File: src/rtl/ai_pkg.sv
// Shared state encoding and default tuning values for the autopilot.
package ai_pkg;

    localparam int PLAYER_X_DEF      = 6;
    localparam int JUMP_WIN_DEF      = 30;
    localparam int DUCK_WIN_DEF      = 40;
    localparam int JUMP_HOLD_DEF     = 20;
    localparam int RESTART_DELAY_DEF = 60;

    typedef enum logic [2:0] {
        WATCH,
        JUMP,
        DUCK,
        CRASHED,
        RESTART
    } ai_state_t;

    function automatic int max_int(input int a, input int b);
        return (a > b) ? a : b;
    endfunction

endpackage

File: src/rtl/ai_threat_detect.sv
// Per-lane obstacle window compare, OR-reduced into ground and air threats.
module ai_threat_detect
    import ai_pkg::*;
#(
    parameter int NUM_OBS  = 2,
    parameter int POS_W    = 10,
    parameter int PLAYER_X = PLAYER_X_DEF,
    parameter int JUMP_WIN = JUMP_WIN_DEF,
    parameter int DUCK_WIN = DUCK_WIN_DEF
) (
    input  logic [NUM_OBS*POS_W-1:0] obs_pos,
    input  logic [NUM_OBS-1:0]       obs_air,
    output logic                     ground_threat,
    output logic                     air_threat
);

    localparam logic [POS_W-1:0] PLAYER_POS = POS_W'(PLAYER_X);
    localparam logic [POS_W-1:0] JUMP_POS   = POS_W'(JUMP_WIN);
    localparam logic [POS_W-1:0] DUCK_POS   = POS_W'(DUCK_WIN);

    logic [NUM_OBS-1:0] ground_hit;
    logic [NUM_OBS-1:0] air_hit;

    // Window is exclusive at the player and inclusive at the trigger point.
    generate
        for (genvar gi = 0; gi < NUM_OBS; gi++) begin : g_lane
            logic [POS_W-1:0] lane_pos;
            logic             in_front;
            assign lane_pos       = obs_pos[gi*POS_W +: POS_W];
            assign in_front       = (lane_pos > PLAYER_POS);
            assign ground_hit[gi] = !obs_air[gi] && in_front && (lane_pos <= JUMP_POS);
            assign air_hit[gi]    =  obs_air[gi] && in_front && (lane_pos <= DUCK_POS);
        end
    endgenerate

    assign ground_threat = |ground_hit;
    assign air_threat    = |air_hit;

endmodule

File: src/rtl/ai_autopilot.sv
// Autopilot FSM: jumps ground obstacles, ducks air obstacles, auto-restarts after a crash.
module ai_autopilot
    import ai_pkg::*;
#(
    parameter int NUM_OBS       = 2,
    parameter int POS_W         = 10,
    parameter int PLAYER_X      = PLAYER_X_DEF,
    parameter int JUMP_WIN      = JUMP_WIN_DEF,
    parameter int DUCK_WIN      = DUCK_WIN_DEF,
    parameter int JUMP_HOLD     = JUMP_HOLD_DEF,
    parameter int RESTART_DELAY = RESTART_DELAY_DEF
) (
    input  logic                     clk,
    input  logic                     rst_n,
    input  logic                     enable,
    input  logic [NUM_OBS*POS_W-1:0] obs_pos,
    input  logic [NUM_OBS-1:0]       obs_air,
    input  logic                     crash,
    output logic                     button_up,
    output logic                     button_down,
    output logic                     crash_out,
    output logic [7:0]               crash_count
);

    localparam int CNT_MAX = max_int(JUMP_HOLD, RESTART_DELAY);
    localparam int CNT_W   = $clog2(CNT_MAX + 1);

    // Loads are one short because the terminal cycle is the one spent at zero.
    localparam logic [CNT_W-1:0] HOLD_LOAD  = CNT_W'(JUMP_HOLD - 1);
    localparam logic [CNT_W-1:0] DELAY_LOAD = CNT_W'(RESTART_DELAY - 1);

    ai_state_t        state_reg, state_next;
    logic [CNT_W-1:0] cnt_reg, cnt_next;
    logic             button_up_reg, button_down_reg, crash_out_reg;
    logic [7:0]       crash_count_reg;
    logic             crash_event;

    logic ground_threat, air_threat;
    logic ground_act, air_act;

    ai_threat_detect #(
        .NUM_OBS  (NUM_OBS),
        .POS_W    (POS_W),
        .PLAYER_X (PLAYER_X),
        .JUMP_WIN (JUMP_WIN),
        .DUCK_WIN (DUCK_WIN)
    ) u_threat (
        .obs_pos       (obs_pos),
        .obs_air       (obs_air),
        .ground_threat (ground_threat),
        .air_threat    (air_threat)
    );

    assign ground_act = enable && ground_threat;
    assign air_act    = enable && air_threat;

    always_comb begin
        state_next  = state_reg;
        cnt_next    = cnt_reg;
        crash_event = 1'b0;
        case (state_reg)
            WATCH: begin
                if (crash) begin
                    state_next  = CRASHED;
                    cnt_next    = DELAY_LOAD;
                    crash_event = 1'b1;
                end else if (ground_act) begin
                    state_next = JUMP;
                    cnt_next   = HOLD_LOAD;
                end else if (air_act) begin
                    state_next = DUCK;
                end
            end
            JUMP: begin
                if (crash) begin
                    state_next  = CRASHED;
                    cnt_next    = DELAY_LOAD;
                    crash_event = 1'b1;
                end else if (!enable || cnt_reg == '0) begin
                    state_next = WATCH;
                    cnt_next   = '0;
                end else begin
                    cnt_next = cnt_reg - 1'b1;
                end
            end
            DUCK: begin
                if (crash) begin
                    state_next  = CRASHED;
                    cnt_next    = DELAY_LOAD;
                    crash_event = 1'b1;
                end else if (!enable) begin
                    state_next = WATCH;
                end else if (ground_act) begin
                    state_next = JUMP;
                    cnt_next   = HOLD_LOAD;
                end else if (!air_act) begin
                    state_next = WATCH;
                end
            end
            CRASHED: begin
                // Disabled cycles freeze the delay, pushing the restart out.
                if (enable) begin
                    if (cnt_reg == '0) begin
                        state_next = RESTART;
                    end else begin
                        cnt_next = cnt_reg - 1'b1;
                    end
                end
            end
            RESTART: begin
                state_next = WATCH;
                cnt_next   = '0;
            end
            default: begin
                state_next = WATCH;
                cnt_next   = '0;
            end
        endcase
    end

    // Outputs are decoded from the next state so they change one edge after the cause.
    always_ff @(posedge clk) begin
        if (!rst_n) begin
            state_reg       <= WATCH;
            cnt_reg         <= '0;
            button_up_reg   <= 1'b0;
            button_down_reg <= 1'b0;
            crash_out_reg   <= 1'b0;
            crash_count_reg <= 8'd0;
        end else begin
            state_reg       <= state_next;
            cnt_reg         <= cnt_next;
            button_up_reg   <= (state_next == JUMP) || (state_next == RESTART);
            button_down_reg <= (state_next == DUCK);
            crash_out_reg   <= (state_next == CRASHED);
            if (crash_event && crash_count_reg != 8'hFF) begin
                crash_count_reg <= crash_count_reg + 8'd1;
            end
        end
    end

    assign button_up   = button_up_reg;
    assign button_down = button_down_reg;
    assign crash_out   = crash_out_reg;
    assign crash_count = crash_count_reg;

endmodule

File: config.mk
export PLATFORM = sky130hd
export DESIGN_NAME = ai_autopilot
export DESIGN_NICKNAME = d
export VERILOG_FILES = /design/src/rtl/ai_pkg.sv /design/src/rtl/ai_threat_detect.sv /design/src/rtl/ai_autopilot.sv
export SDC_FILE = /design/constraint.sdc
export NUM_CORES = 1
export LEC_CHECK = 0
export ABC_CLOCK_PERIOD_IN_PS = 1490
export BUFFER_PORTS_ARGS = -buffer_cell sky130_fd_sc_hd__buf_2
export CAP_MARGIN = 20
export CORE_ASPECT_RATIO = 1.25
export CORE_MARGIN = 2
export CORE_UTILIZATION = 45
export CTS_CLUSTER_SIZE = 24
export DETAILED_ROUTE_END_ITERATION = 16
export HOLD_SLACK_MARGIN = 0.08
export PLACE_DENSITY = 0.72
export SLEW_MARGIN = 25
export SYNTH_ARGS = -nofsm -noshare
export SYNTH_HDL_FRONTEND = slang
export SYNTH_SLANG_ARGS = --single-unit
File: constraint.sdc
create_clock -name clk -period 1.49 [get_ports clk]
set_input_delay 0.149 -clock clk [delete_from_list [all_inputs] [get_ports clk]]
set_output_delay 0.149 -clock clk [all_outputs]
set_load 0.05 [all_outputs]
Yosys cells after proc, flatten, opt, wreduce, memory -nomap -nowiden. Cells that the tools add are included.

Bits in registers: 20. Output and inout bits: 11.

Add/sub/neg operators: 2. Order comparisons: 6. Eq/ne operators: 11. Muxes and demuxes: 23. Reductions and logical operators: 22.

Operators with widths (number): $mux W6 (8); $mux W3 (11); $pmux W6 S4 (1); $gt A10 B3 Y1 const B (2); $le A10 B5 Y1 const B (2); $le A10 B6 Y1 const B (2); $eq A3 B2 Y1 const B (4); $pmux W3 S4 (1); $logic_and A1 B1 Y1 (11); $add A8 B1 Y8 const B (1); $ne A8 B8 Y1 const B (1); $eq A3 B1 Y1 const B (2); $logic_not A6 Y1 (1); $sub A6 B1 Y6 const B (1); $ne A2 B2 Y1 const B (2); $reduce_or A2 Y1 (2); $eq A3 B3 Y1 const B (1); $logic_not A1 Y1 (3); $logic_not A3 Y1 (1); $ne A3 B3 Y1 const B (1); $reduce_and A3 Y1 (1); $reduce_or A3 Y1 (1); $logic_or A1 B1 Y1 (2); $mux W1 (2).

Logic depth before layout (Yosys ltp). Gate-level depths: netlist (run 1).

Depth after elaboration: 12. Depth in mapped cells: 7. Mapped depth without buffers: 6.

By module. A second synthesis (run 1) with hierarchy kept.

Cell total of the unflattened synthesis: 154. Area total of the unflattened synthesis: 1283.7 um^2.

Modules (own cells, without submodules): ai_autopilot (times used 1, cells each 131, area each 1122.3 um^2, seq. area each 400.4 um^2); ai_threat_detect (times used 1, cells each 23, area each 161.4 um^2, seq. area each 0.0 um^2).

Worst setup path before layout (run 1). No wires, ideal clock.

Path type: register to register. Start: register crash_count_reg[0] (netlist: crash_count[0]). End: register crash_count_reg[5] (netlist: crash_count[5]). Library setup time: 0.115 ns. Arrival: 1.748 ns. Required time: 1.375 ns. Slack: -0.373 ns. Cell stages (with the launch flop): 8. Path buffers: 1. Cells stage by stage: dfxtp_1 ha_1 nand3_1 o2111a_1 buf_2 nand4_1 xnor2_1 and2_1.

Cells in the longest elaborated chain, start to end: 2. Elaborated cells on any way between the ends: 3. Classes of those cells: add/sub: 1; eq/ne: 1; reduce/logical: 1.

Ends and longest elaborated chain: from (decl) (line ai_autopilot.sv:35) `logic [7:0] crash_count_reg;`; from (signal assigned) (line ai_autopilot.sv:137) `crash_count_reg <= crash_count_reg + 8'd1;`; branches (longest 2 deep; another with $add A8 B1 Y8).

Several ways; the timed one is not identified. A chain may end at the register's enable or synchronous reset.

Worst setup path in the final report (run 1).
Start: register cnt_reg[3]. End: register button_up_reg (netlist: button_up).

Cells in the longest elaborated chain, start to end: 7. Elaborated cells on any way between the ends: 10. Classes of those cells: eq/ne: 2; mux: 5; reduce/logical: 3.

Ends and longest elaborated chain: from (decl) (line ai_autopilot.sv:33) `logic [CNT_W-1:0] cnt_reg, cnt_next;`; from (signal assigned) (line ai_autopilot.sv:132) `cnt_reg <= cnt_next;`; $logic_not A6 Y1 (*) (line ai_autopilot.sv:79, ai_autopilot.sv:103); $logic_or A1 B1 Y1 (line ai_autopilot.sv:79) `end else if (!enable || cnt_reg == '0) begin`; $mux W3 (line ai_autopilot.sv:79); $mux W3 (line ai_autopilot.sv:75) `if (crash) begin`; $pmux W3 S4 (*) (line ai_autopilot.sv:61) `case (state_reg)`; $eq A3 B1 Y1 or $eq A3 B3 Y1 (tied branches) (line ai_autopilot.sv:133) `button_up_reg <= (state_next == JUMP) || (state_next == RESTART);`; $logic_or A1 B1 Y1 (*) (line ai_autopilot.sv:133); to (signal assigned) (line ai_autopilot.sv:133); to (decl) (line ai_autopilot.sv:34) `logic button_up_reg, button_down_reg, crash_out_reg;`.

Every way passes the cells marked *; elsewhere a longest branch is shown, timed or not.

==> flow_summary_export.csv, run 1 <==
group,metric,value,unit
outcome,status,"finished clean",
placed_design,dp_hpwl,2.672,mm
clock_network,clock_sinks,20,
logic_synthesis,yosysMostFrequentCell,"dfxtp_1",
pwr,power.share.sequential,0.428,
timing,holdWs,121.5,ps
detailed_routing,firstDrtPassIters,4,
pwr,p_leak,0.7973,nW
clock_network,htreeDepth,1,
logic_synthesis,synthFlopType,"dfxtp_1",
logic_synthesis,netlist_area,1217,um2
final_layout,multi_input_area,860.8,um2
die,initial_utilization,0.4633,
logic_synthesis,yosys.area.top_type,"dfxtp_1",
logic_synthesis,synthCells,142,
worst_setup_path,end_kind,"flip-flop",
pwr,switching_power,474.3,uW
detailed_routing,wl_per_cell,14.11,um
logic_synthesis,syn_nets,171,
logic_synthesis,synth_seq_cells,20,
logic_synthesis,synth_seq_area_share,0.3289,
worst_setup_path,cp.arrival,1670,ps
logic_synthesis,synthTopCellsByArea,"dfxtp_1 (33%), xnor2_1 (5.0%), and3_1 (4.1%)",
logic_synthesis,ys_top_cells_by_count,"dfxtp_1 (20), nor2_1 (11), and3_1 (8), nand2_1 (8)",
detailed_routing,drtIter0Drc,39,
logic_synthesis,avgSynthCellArea,8.573,um2
worst_setup_path,reg2reg_depth,6,
clock_network,clk_pin_slew,130,ps
timing,setup_slack,35.08,ps
die,die-area,3140,um2
pwr,combinationalPowerShare,0.366,
final_layout,fillers,207,
clock_network,cts_root_buf,"clkbuf_4",
timing,period_needed,1455,ps
worst_setup_path,start_kind,"flip-flop",
worst_setup_path,rrSetupSlack,40,ps
detailed_routing,vias_per_cell,5.780,
placed_design,post-place-ws,-210.5,ps
hold_path,holdPathEnd,"crash_count[1]$_SDFFE_PN0P_",
logic_synthesis,synth_edf_count,0,
grt,grt_overflow_total,0,
grt,grt_pass1_wl,5.526,mm
detailed_routing,drt-total-wl,3.400,mm
die,fp.coreArea,2628,um2
grt,antenna_found_initial,0,
logic_synthesis,synthArstFlopShare,0,
die,dieHeight,62.16,um
worst_setup_path,worstPathMaxFanout,4,
pwr,power_density,785.5,nW/um2
final_layout,area_delta_synth_final,46.35,%
final_layout,final_nets,237,
die,rows,21,
flow_run,cap_violations,0,
timing,drv_slew,0,
placed_design,gp_congestion,0.8265,
timing,skew,20.53,ps
die,fp.dieW,50.52,um
detailed_routing,drtAntennaViolNets,0,
worst_setup_path,reg2reg_from,"cnt_reg[3]$_SDFFE_PN0P_",
placed_design,numPortBuffers,36,
timing,worst_pin_slew,438.9,ps
clock_network,clkLatencyLatePin,330,ps
timing,grt_setup_unrepaired,"true",
grt,grt_usage,0.2204,
final_layout,antennaDiodeCount,0,
final_layout,register_area,420.4,um2
detailed_routing,num_vias,1393,
final_layout,largest_reg_flops,8,
clock_network,cts_buffers,3,
die,io_pins,37,
final_layout,drive_above_1_share,0.4879,
grt,grt_max_degree,13,
logic_synthesis,synth_top_area_share,0.3289,
timing,period_share,0.9765,
clock_network,cts_max_path_buffers,2,
pwr,pwr-share-clk,0.205,
clock_network,cts_tree,"yes",
pwr,finalPower,1.400,mW
worst_setup_path,cp_data_required_time,1700,ps
pwr,ir_drop,0.0005501,V
hold_path,holdPathStages,2,
detailed_routing,remaining_drc_errors,0,
logic_synthesis,ys_types,40,
timing,hold_violations,0,
timing,finalSetupViolations,0,
timing,relSlewSlack,0.7028,
hold_path,hp-class,"in2reg",
worst_setup_path,r2r-end,"button_up$_SDFF_PN0_",
pwr,intPower,925.2,uW
pwr,switching_share,0.3389,
logic_synthesis,yosysWarnings,0,
hold_path,min-delay-start,"rst_n",
timing,max_freq,687.3,MHz
worst_setup_path,path_class,"reg2reg",
grt,grt_pass1_vias,1340,
==> power by group through the flow <==
stage	Sequential (mW)	Clock [mW]	Combinational [mW]
3_3_place_gp	0.603	0	0.441
5_1_grt	0.603	0.303	0.557
3_5_place_dp	0.606	0	0.456
2_1_floorplan	0.646	0	0.210
6_report	0.599	0.287	0.513
4_1_cts	0.594	0.291	0.459
==> worst max-delay path, cell delays in order (launching register included) <==
cell	delay (ps)
dfxtp_2	360
nor3_4	240
nand3_4	120
buf_4	160
o21ai_0	140
a21oi_1	70
o2111a_1	240
==> how the worst max path moves through the flow <==
stage | from | to | slack [ps] | cells after the start
floorplan | obs_pos[8] | cnt_reg[5]$_SDFFE_PN0P_ | -9 | 5
global placement | obs_pos[0] | button_down$_SDFF_PN0_ | -150 | 7
detailed placement | obs_pos[0] | button_down$_SDFF_PN0_ | -210 | 7
CTS | cnt_reg[0]$_SDFFE_PN0P_ | cnt_reg[3]$_SDFFE_PN0P_ | 9 | 6
global route | obs_pos[0] | button_down$_SDFF_PN0_ | -20 | 7
finish | cnt_reg[3]$_SDFFE_PN0P_ | button_up$_SDFF_PN0_ | 40 | 6
==> final cells by class <==
class	instances	area share
repair buffers	66	0.2296
inverters	6	0.01264
flip-flops and latches	20	0.2360
well taps	34	0.02388
multi-input cells	111	0.4831
clock buffers	4	0.01475
==> per-stage QoR <==
stage               TNS [ps]    util  instances  area, um2
floorplan             -9.344       -        142       1264
global placement       -1174  0.6395        236       1680
detailed placement     -1758  0.6395        236       1680
CTS                        0  0.6500        240       1708
global route          -36.09  0.6781        241       1782
finish                     0  0.6781        241       1782
==> cell families after synthesis <==
group / Yosys count / synth area share
simple gates: 58 / 0.2703
compound gates: 40 / 0.2600
flops: 20 / 0.3289
buf+inv: 11 / 0.03597
xor+xnor: 8 / 0.05756
fa+ha+maj: 3 / 0.03084
mux: 2 / 0.01644
==> routing by layer <==
| layer | up-vias | GRT usage | share of wire |
|---|---|---|---|
| li1 | 675 | - | - |
| met1 | 649 | 0.2291 | 0.37 |
| met2 | 64 | 0.4359 | 0.56 |
| met3 | 5 | 0.02885 | 0.057 |
| met4 | 0 | 0.06757 | 0.011 |
| met5 | - | 0 | 0 |
==> timing repair <==
action / in CTS / in global routing
setup endpoints to repair: 7 / 12
pin swaps: 0 / 8
hold buffers: 0 / 0
resized for setup: 3 / 14
hold endpoints to repair: 0 / 0
buffers inserted: 0 / 1
==> cell usage in the layout, fill, tap and decap left out, drive strengths merged, types with 3 or more instances in the layout <==
cell type and instances:
nor3 6, inv 6, and2 7, o221a 3, buf 66, a31oi 4
nand4 5, nand2 8, nor2b 3, a21oi 5, o21ai 5, clkbuf 4
a311oi 5, xnor2 7, and3 8, ha 3, dfxtp 20, nand3 3
nor2 11
(Power assumes the default switching activity.)
==> inputs of run 2 (changes only) <==
--- a/config.mk
+++ b/config.mk
@@ -7,13 +7,12 @@
 export LEC_CHECK = 0
 export ABC_CLOCK_PERIOD_IN_PS = 1490
-export BUFFER_PORTS_ARGS = -buffer_cell sky130_fd_sc_hd__buf_2
 export CAP_MARGIN = 20
 export CORE_ASPECT_RATIO = 1.25
 export CORE_MARGIN = 2
-export CORE_UTILIZATION = 45
+export CORE_UTILIZATION = 55
 export CTS_CLUSTER_SIZE = 24
 export DETAILED_ROUTE_END_ITERATION = 16
-export HOLD_SLACK_MARGIN = 0.08
-export PLACE_DENSITY = 0.72
+export DONT_BUFFER_PORTS = 1
+export PLACE_DENSITY = 0.71
 export SLEW_MARGIN = 25
 export SYNTH_ARGS = -nofsm -noshare
==> constraint.sdc (replaced) <==
create_clock -name clk -period 1.49 [get_ports clk]
set_input_delay 0.149 -clock clk [delete_from_list [all_inputs] [get_ports clk]]
set_output_delay 0.149 -clock clk [all_outputs]
set_load 0.01 [all_outputs]
==> run 2 against run 1 <==
- the run now ends with setup timing left
- utilization grew 7.1 points
- wire length shrank 2.6%
- highest routed layer unchanged
- clock-buffer cell count shrank 1
- critical path depth fell by 1
- total power rose by 7.3%
==> flow_summary_export.csv, run 2 (synthesis gave the netlist of run 1 again) <==
group,metric,value,unit
outcome,status,"finished with violations",
outcome,violations,"setup timing",
final_layout,fillers,167,
placed_design,gp_congestion,0.8733,
placed_design,numPortBuffers,0,
clock_network,htreeDepth,1,
detailed_routing,num_vias,1277,
worst_setup_path,path_buf_inv,0,
grt,grt_overflow_total,0,
hold_path,holdPathStages,2,
worst_setup_path,r2r-end,"cnt_reg[1]$_SDFFE_PN0P_",
clock_network,cts_tree,"yes",
timing,period_share,1.001,
final_layout,final_nets,199,
pwr,finalPower,1.502,mW
detailed_routing,vias_per_cell,6.721,
pwr,intPower,1.061,mW
final_layout,final_common_cell,"buf_4",
timing,hold_violations,0,
detailed_routing,drtIter0Drc,44,
timing,relSlewSlack,0.6384,
timing,skew,3.419,ps
grt,grt_pass1_vias,1227,
detailed_routing,wl_per_cell,17.42,um
clock_network,clkLatencyLatePin,320,ps
die,io_pins,37,
placed_design,dp_hpwl,2.231,mm
pwr,ir_drop,0.0006614,V
final_layout,antennaDiodeCount,0,
timing,period_needed,1491,ps
pwr,pwr-share-clk,0.306,
hold_path,holdPathEnd,"state_reg[0]$_SDFF_PN0_",
worst_setup_path,path_class,"reg2reg",
pwr,power_density,936.8,nW/um2
final_layout,layout_common_cells,"buf_4 (25), dfxtp_1 (16), nor2_1 (11)",
grt,grt_pass1_wl,5.078,mm
clock_network,cts_max_path_buffers,2,
worst_setup_path,cp_data_required_time,1710,ps
worst_setup_path,critical-path-top-delay-family,"compound AO/OA/AOI/OAI gates",
die,die-area,2608,um2
pwr,power.share.sequential,0.397,
final_layout,area_delta_synth_final,31.65,%
clock_network,clock_sinks,20,
detailed_routing,remaining_drc_errors,0,
die,dieHeight,56.60,um
pwr,switching_share,0.2934,
grt,antenna_found_initial,0,
timing,setup_slack,-0.7667,ps
clock_network,cts_buffers,3,
worst_setup_path,start_kind,"flip-flop",
worst_setup_path,end_kind,"flip-flop",
flow_run,cap_violations,0,
die,initial_utilization,0.5690,
die,rows,19,
timing,finalSetupViolations,1,
die,fp.coreArea,2140,um2
hold_path,hp-class,"in2reg",
grt,grt_max_degree,13,
worst_setup_path,worstPathMaxFanout,6,
worst_setup_path,cp-startpoint,"cnt_reg[2]$_SDFFE_PN0P_",
timing,drv_slew,0,
detailed_routing,drtAntennaViolNets,0,
grt,grt_usage,0.2595,
hold_path,min-delay-start,"crash",
worst_setup_path,rrSetupSlack,-0.8,ps
detailed_routing,drt-total-wl,3.310,mm
clock_network,cts_root_buf,"clkbuf_4",
placed_design,placedInstanceArea,1414,um2
timing,finalSetupTns,-0.7667,ps
die,fp.dieW,46.08,um
placed_design,post-place-ws,-137.3,ps
final_layout,final_core_util,0.7491,
worst_setup_path,reg2reg_depth,5,
pwr,combinationalPowerShare,0.298,
timing,max_freq,670.8,MHz
final_layout,drive_above_1_share,0.3491,
worst_setup_path,reg2reg_from,"cnt_reg[2]$_SDFFE_PN0P_",
timing,grt_setup_unrepaired,"true",
final_layout,design_area,1603,um2
pwr,p_leak,0.6425,nW
detailed_routing,firstDrtPassIters,5,
final_layout,largest_reg_flops,8,
worst_setup_path,worstPathCellList,"nor3_4 > nand3_4 > o22ai_2 > a21oi_2 > o221a_2",
worst_setup_path,cp.arrival,1710,ps
worst_setup_path,crit_slowest_cell,"dfxtp_2",
timing,worst_pin_slew,541.3,ps
pwr,switching_power,440.6,uW
worst_setup_path,cpPeakStageDelay,350,ps
clock_network,clk_pin_slew,120,ps
-- run 2: repair_timing --
item / CTS / global route
gates cloned: 0 / 0
setup endpoints to repair: 10 / 8
setup buffers: 1 / 2
pin swaps: 5 / 6
endpoints found under the hold margin: 9 / 0
hold buffers: 2 / 0
gates resized for setup: 14 / 10
-- run 2: through the flow --
stage / hold WS, ps / instances
floorplan: 270.7 / 142
global placement: 275.1 / 181
detailed placement: 275.4 / 181
CTS: 16.71 / 188
global route: 13.59 / 190
finish: 11.20 / 190
-- run 2: worst max path at each step --
stage | slack, ps | cells after the start | endpoint
after floorplan | -9 | 5 | cnt_reg[5]$_SDFFE_PN0P_
after global placement | -60 | 5 | cnt_reg[5]$_SDFFE_PN0P_
after detailed placement | -140 | 5 | cnt_reg[3]$_SDFFE_PN0P_
after CTS | 2 | 6 | cnt_reg[5]$_SDFFE_PN0P_
after global routing | -50 | 5 | cnt_reg[1]$_SDFFE_PN0P_
final | -0.8 | 5 | cnt_reg[1]$_SDFFE_PN0P_
-- run 2: area by class of cell --
type | instances | area, um2 | share of cell area
tap | 21 | 26.28 | 0.01639
sequential | 20 | 405.4 | 0.2529
timing repair buffer | 28 | 219.0 | 0.1366
clock inverter | 1 | 30.03 | 0.01874
inverter | 6 | 22.52 | 0.01405
clock buffer | 3 | 22.52 | 0.01405
multi-input combinational | 111 | 877.1 | 0.5472
-- run 2: power groups by stage --
stage / clock network, mW / logic [mW] / registers [mW]
after floorplan: 0 / 0.209 / 0.611
after global placement: 0 / 0.324 / 0.601
after detailed placement: 0 / 0.335 / 0.602
after CTS: 0.453 / 0.397 / 0.594
after global routing: 0.470 / 0.478 / 0.599
final: 0.459 / 0.447 / 0.596
-- run 2: per-layer routing --
| layer | vias to the layer above | wire length [um] | global-route usage |
|---|---|---|---|
| met5 | - | 0 | 0 |
| met4 | 0 | 66 | 0.1102 |
| met3 | 9 | 165 | 0.03215 |
| met2 | 51 | 1742 | 0.4663 |
| met1 | 613 | 1335 | 0.2866 |
| li1 | 604 | - | - |
==> inputs of run 3 (changes only) <==
Settings changed: ABC_AREA set to 1, ABC_CLOCK_PERIOD_IN_PS 1490 to 1700, CORE_UTILIZATION 55 to 62, PLACE_DENSITY 0.71 to 0.76.
Clock period 1.49 ns to 1.7 ns, I/O delays scaled along.
==> run 3 against run 2 <==
- the flow now finishes without violations
- hold slack improved by 120 ps
- non-clock buffer count decreased by 16
- utilization decreased by 1.7 points
- synthesized cell count increased by 65%
- clock-buffer cell count unchanged
- critical endpoint is now cnt_reg[4]$_SDFFE_PN0P_
- largest cell class unchanged
==> flow_summary_export.csv, run 3 <==
group,metric,value,unit
grt,grt_max_degree,13,
hold_path,hp-class,"in2reg",
worst_setup_path,reg2reg_from,"cnt_reg[0]$_SDFFE_PN0P_",
timing,holdWs,132.2,ps
flow_run,cap_violations,0,
final_layout,largest_reg_flops,8,
timing,period_needed,1559,ps
worst_setup_path,start_kind,"flip-flop",
logic_synthesis,ys_types,30,
timing,worst_pin_slew,388.4,ps
pwr,power_density,802.4,nW/um2
timing,period_share,0.9171,
die,dieHeight,57.44,um
placed_design,gp_congestion,0.9283,
placed_design,numPortBuffers,0,
worst_setup_path,worstPathMaxFanout,6,
placed_design,dp_hpwl,2.504,mm
grt,grt_pass1_wl,5.520,mm
placed_design,post-place-ws,102.7,ps
logic_synthesis,synth_seq_area_share,0.2827,
timing,drv_slew,0,
logic_synthesis,synth_seq_cells,20,
final_layout,area_delta_synth_final,12.99,%
timing,max_freq,641.4,MHz
final_layout,final_common_cell,"nand2_1",
detailed_routing,remaining_drc_errors,0,
logic_synthesis,synthArstFlopShare,0,
timing,skew,1.456,ps
final_layout,final_core_util,0.7317,
logic_synthesis,synth_top_area_share,0.2827,
die,io_pins,37,
pwr,ir_drop,0.0005845,V
detailed_routing,wl_per_cell,11.31,um
worst_setup_path,cp.arrival,1810,ps
logic_synthesis,yosysMostFrequentCell,"nand2_1",
timing,relSlewSlack,0.7397,
timing,finalSetupViolations,0,
final_layout,fin_cells,281,
die,fp.coreArea,2187,um2
logic_synthesis,ys_top_cells_by_count,"nand2_1 (68), nor2_1 (36), inv_1 (24)",
pwr,p_leak,0.7548,nW
clock_network,cts_buffers,3,
worst_setup_path,endpoint,"cnt_reg[4]$_SDFFE_PN0P_",
grt,grt_usage,0.2718,
logic_synthesis,synth_edf_count,0,
logic_synthesis,yosys.area.top_type,"dfxtp_1",
logic_synthesis,synthFlopType,"dfxtp_1",
die,die-area,2685,um2
logic_synthesis,synthTopCellsByArea,"dfxtp_1 (28%), nand2_1 (18%), nor2_1 (9.5%)",
final_layout,antennaDiodeCount,0,
timing,grt_setup_unrepaired,"true",
placed_design,dp.cells,273,
worst_setup_path,cp-startpoint,"cnt_reg[0]$_SDFFE_PN0P_",
clock_network,clk_pin_slew,120,ps
worst_setup_path,r2r-end,"cnt_reg[4]$_SDFFE_PN0P_",
logic_synthesis,avgSynthCellArea,6.027,um2
timing,finalSetupTns,0,ps
clock_network,cts_tree,"yes",
clock_network,cts_root_buf,"clkbuf_4",
detailed_routing,vias_per_cell,5.395,
die,initial_utilization,0.6476,
grt,grt_overflow_total,0,
detailed_routing,firstDrtPassIters,4,
detailed_routing,drtIter0Drc,62,
die,fp.dieW,46.75,um
final_layout,drive_above_1_share,0.1560,
logic_synthesis,synthCells,235,
die,rows,19,
worst_setup_path,rrSetupSlack,140,ps
detailed_routing,drtAntennaViolNets,0,
grt,antenna_found_initial,0,
worst_setup_path,end_kind,"flip-flop",
clock_network,clkLatencyLatePin,310,ps
clock_network,cts_max_path_buffers,2,
worst_setup_path,cp_data_required_time,1950,ps
timing,setup_slack,141.0,ps
worst_setup_path,path_class,"reg2reg",
logic_synthesis,yosysWarnings,0,
logic_synthesis,syn_nets,264,
grt,grt_pass1_vias,1443,
clock_network,htreeDepth,1,
detailed_routing,drt-total-wl,3.178,mm
clock_network,clock_sinks,20,
final_layout,layout_common_cells,"nand2_1 (68), nor2_1 (36), inv_1 (23)",
outcome,status,"finished clean",
timing,hold_violations,0,
worst_setup_path,reg2reg_depth,13,
logic_synthesis,netlist_area,1416,um2
final_layout,final_nets,280,
detailed_routing,num_vias,1516,
run 3: changes by cell type after synthesis, moves of 6 or more:
cell     previous run  this run
and3_1              8         0
nand2_1             8        68
xnor2_1             7         1
inv_1               6        24
inv_2               0         7
a21oi_1             4        15
nor2_1             11        36
and2_1              7         1
nand3_1             3        18
run 3: report_power, final:
| part | switching (mW) | total, mW | internal, mW |
|---|---|---|---|
| sequential | 0.0310 | 0.538 | 0.507 |
| clock | 0.162 | 0.400 | 0.239 |
| combinational | 0.213 | 0.345 | 0.133 |
| total | 0.405 | 1.28 | 0.879 |
run 3: cell families (layout without fill, tap and decap cells):
family / count (synthesis) / after routing / synth area share
flip-flops: 20 / 20 / 0.2827
AO/OA/AOI/OAI: 30 / 30 / 0.1210
AND/OR/NAND/NOR: 141 / 141 / 0.4364
adder cells (fa/ha/maj): 3 / 3 / 0.02650
XOR/XNOR: 6 / 6 / 0.03710
buffers and inverters: 35 / 50 / 0.09630
run 3: final cells by class:
cell class | instances | area [um2]
well taps | 31 | 38.79
fillers | 189 | 586.8
repair buffers | 12 | 95.09
multi-input cells | 180 | 879.6
clock buffers | 3 | 22.52
inverters | 34 | 131.4
flip-flops and latches | 20 | 402.9
clock inverters | 1 | 30.03
run 3: worst min path at each step:
stage / from / end / slack [ps] / depth (start not counted)
CTS: rst_n / crash_count[3]$_SDFFE_PN0P_ / 130 / 2
global route: rst_n / crash_count[3]$_SDFFE_PN0P_ / 150 / 2
finish: rst_n / cnt_reg[1]$_SDFFE_PN0P_ / 130 / 2
detailed placement: rst_n / crash_count[4]$_SDFFE_PN0P_ / 310 / 2
floorplan: rst_n / state_reg[1]$_SDFF_PN0_ / 420 / 3
global placement: rst_n / state_reg[1]$_SDFF_PN0_ / 290 / 2
run 3: per-stage QoR:
step	instance area (um2)	power (mW)
floorplan	1416	0.7991
global placement	1508	0.8582
detailed placement	1508	0.8670
CTS	1580	1.266
global route	1600	1.365
finish	1600	1.284
run 3: timing repair:
item / CTS / global route
hold buffers: 2 / 0
hold endpoints to repair: 7 / 0
gates resized for setup: 0 / 4
setup buffers: 0 / 2
setup endpoints to repair: 0 / 9
run 3: worst max-delay path, cell delays in order (launching register included):
cell	delay, ps
dfxtp_2	380
inv_4	50
ha_1	190
nand4_1	170
nand2_2	90
inv_2	80
nand2_1	80
nand2_1	100
nand2_1	60
nand2_1	50
nand2_1	50
nand3_1	70
nand2_1	60
nor2_1	80
run 3: metal layers:
layer	part of all wire	global-route usage	vias up
li1	-	-	780
met1	0.42	0.3060	680
met2	0.51	0.4722	49
met3	0.056	0.06962	7
met4	0.016	0.1032	0
met5	0	0	-
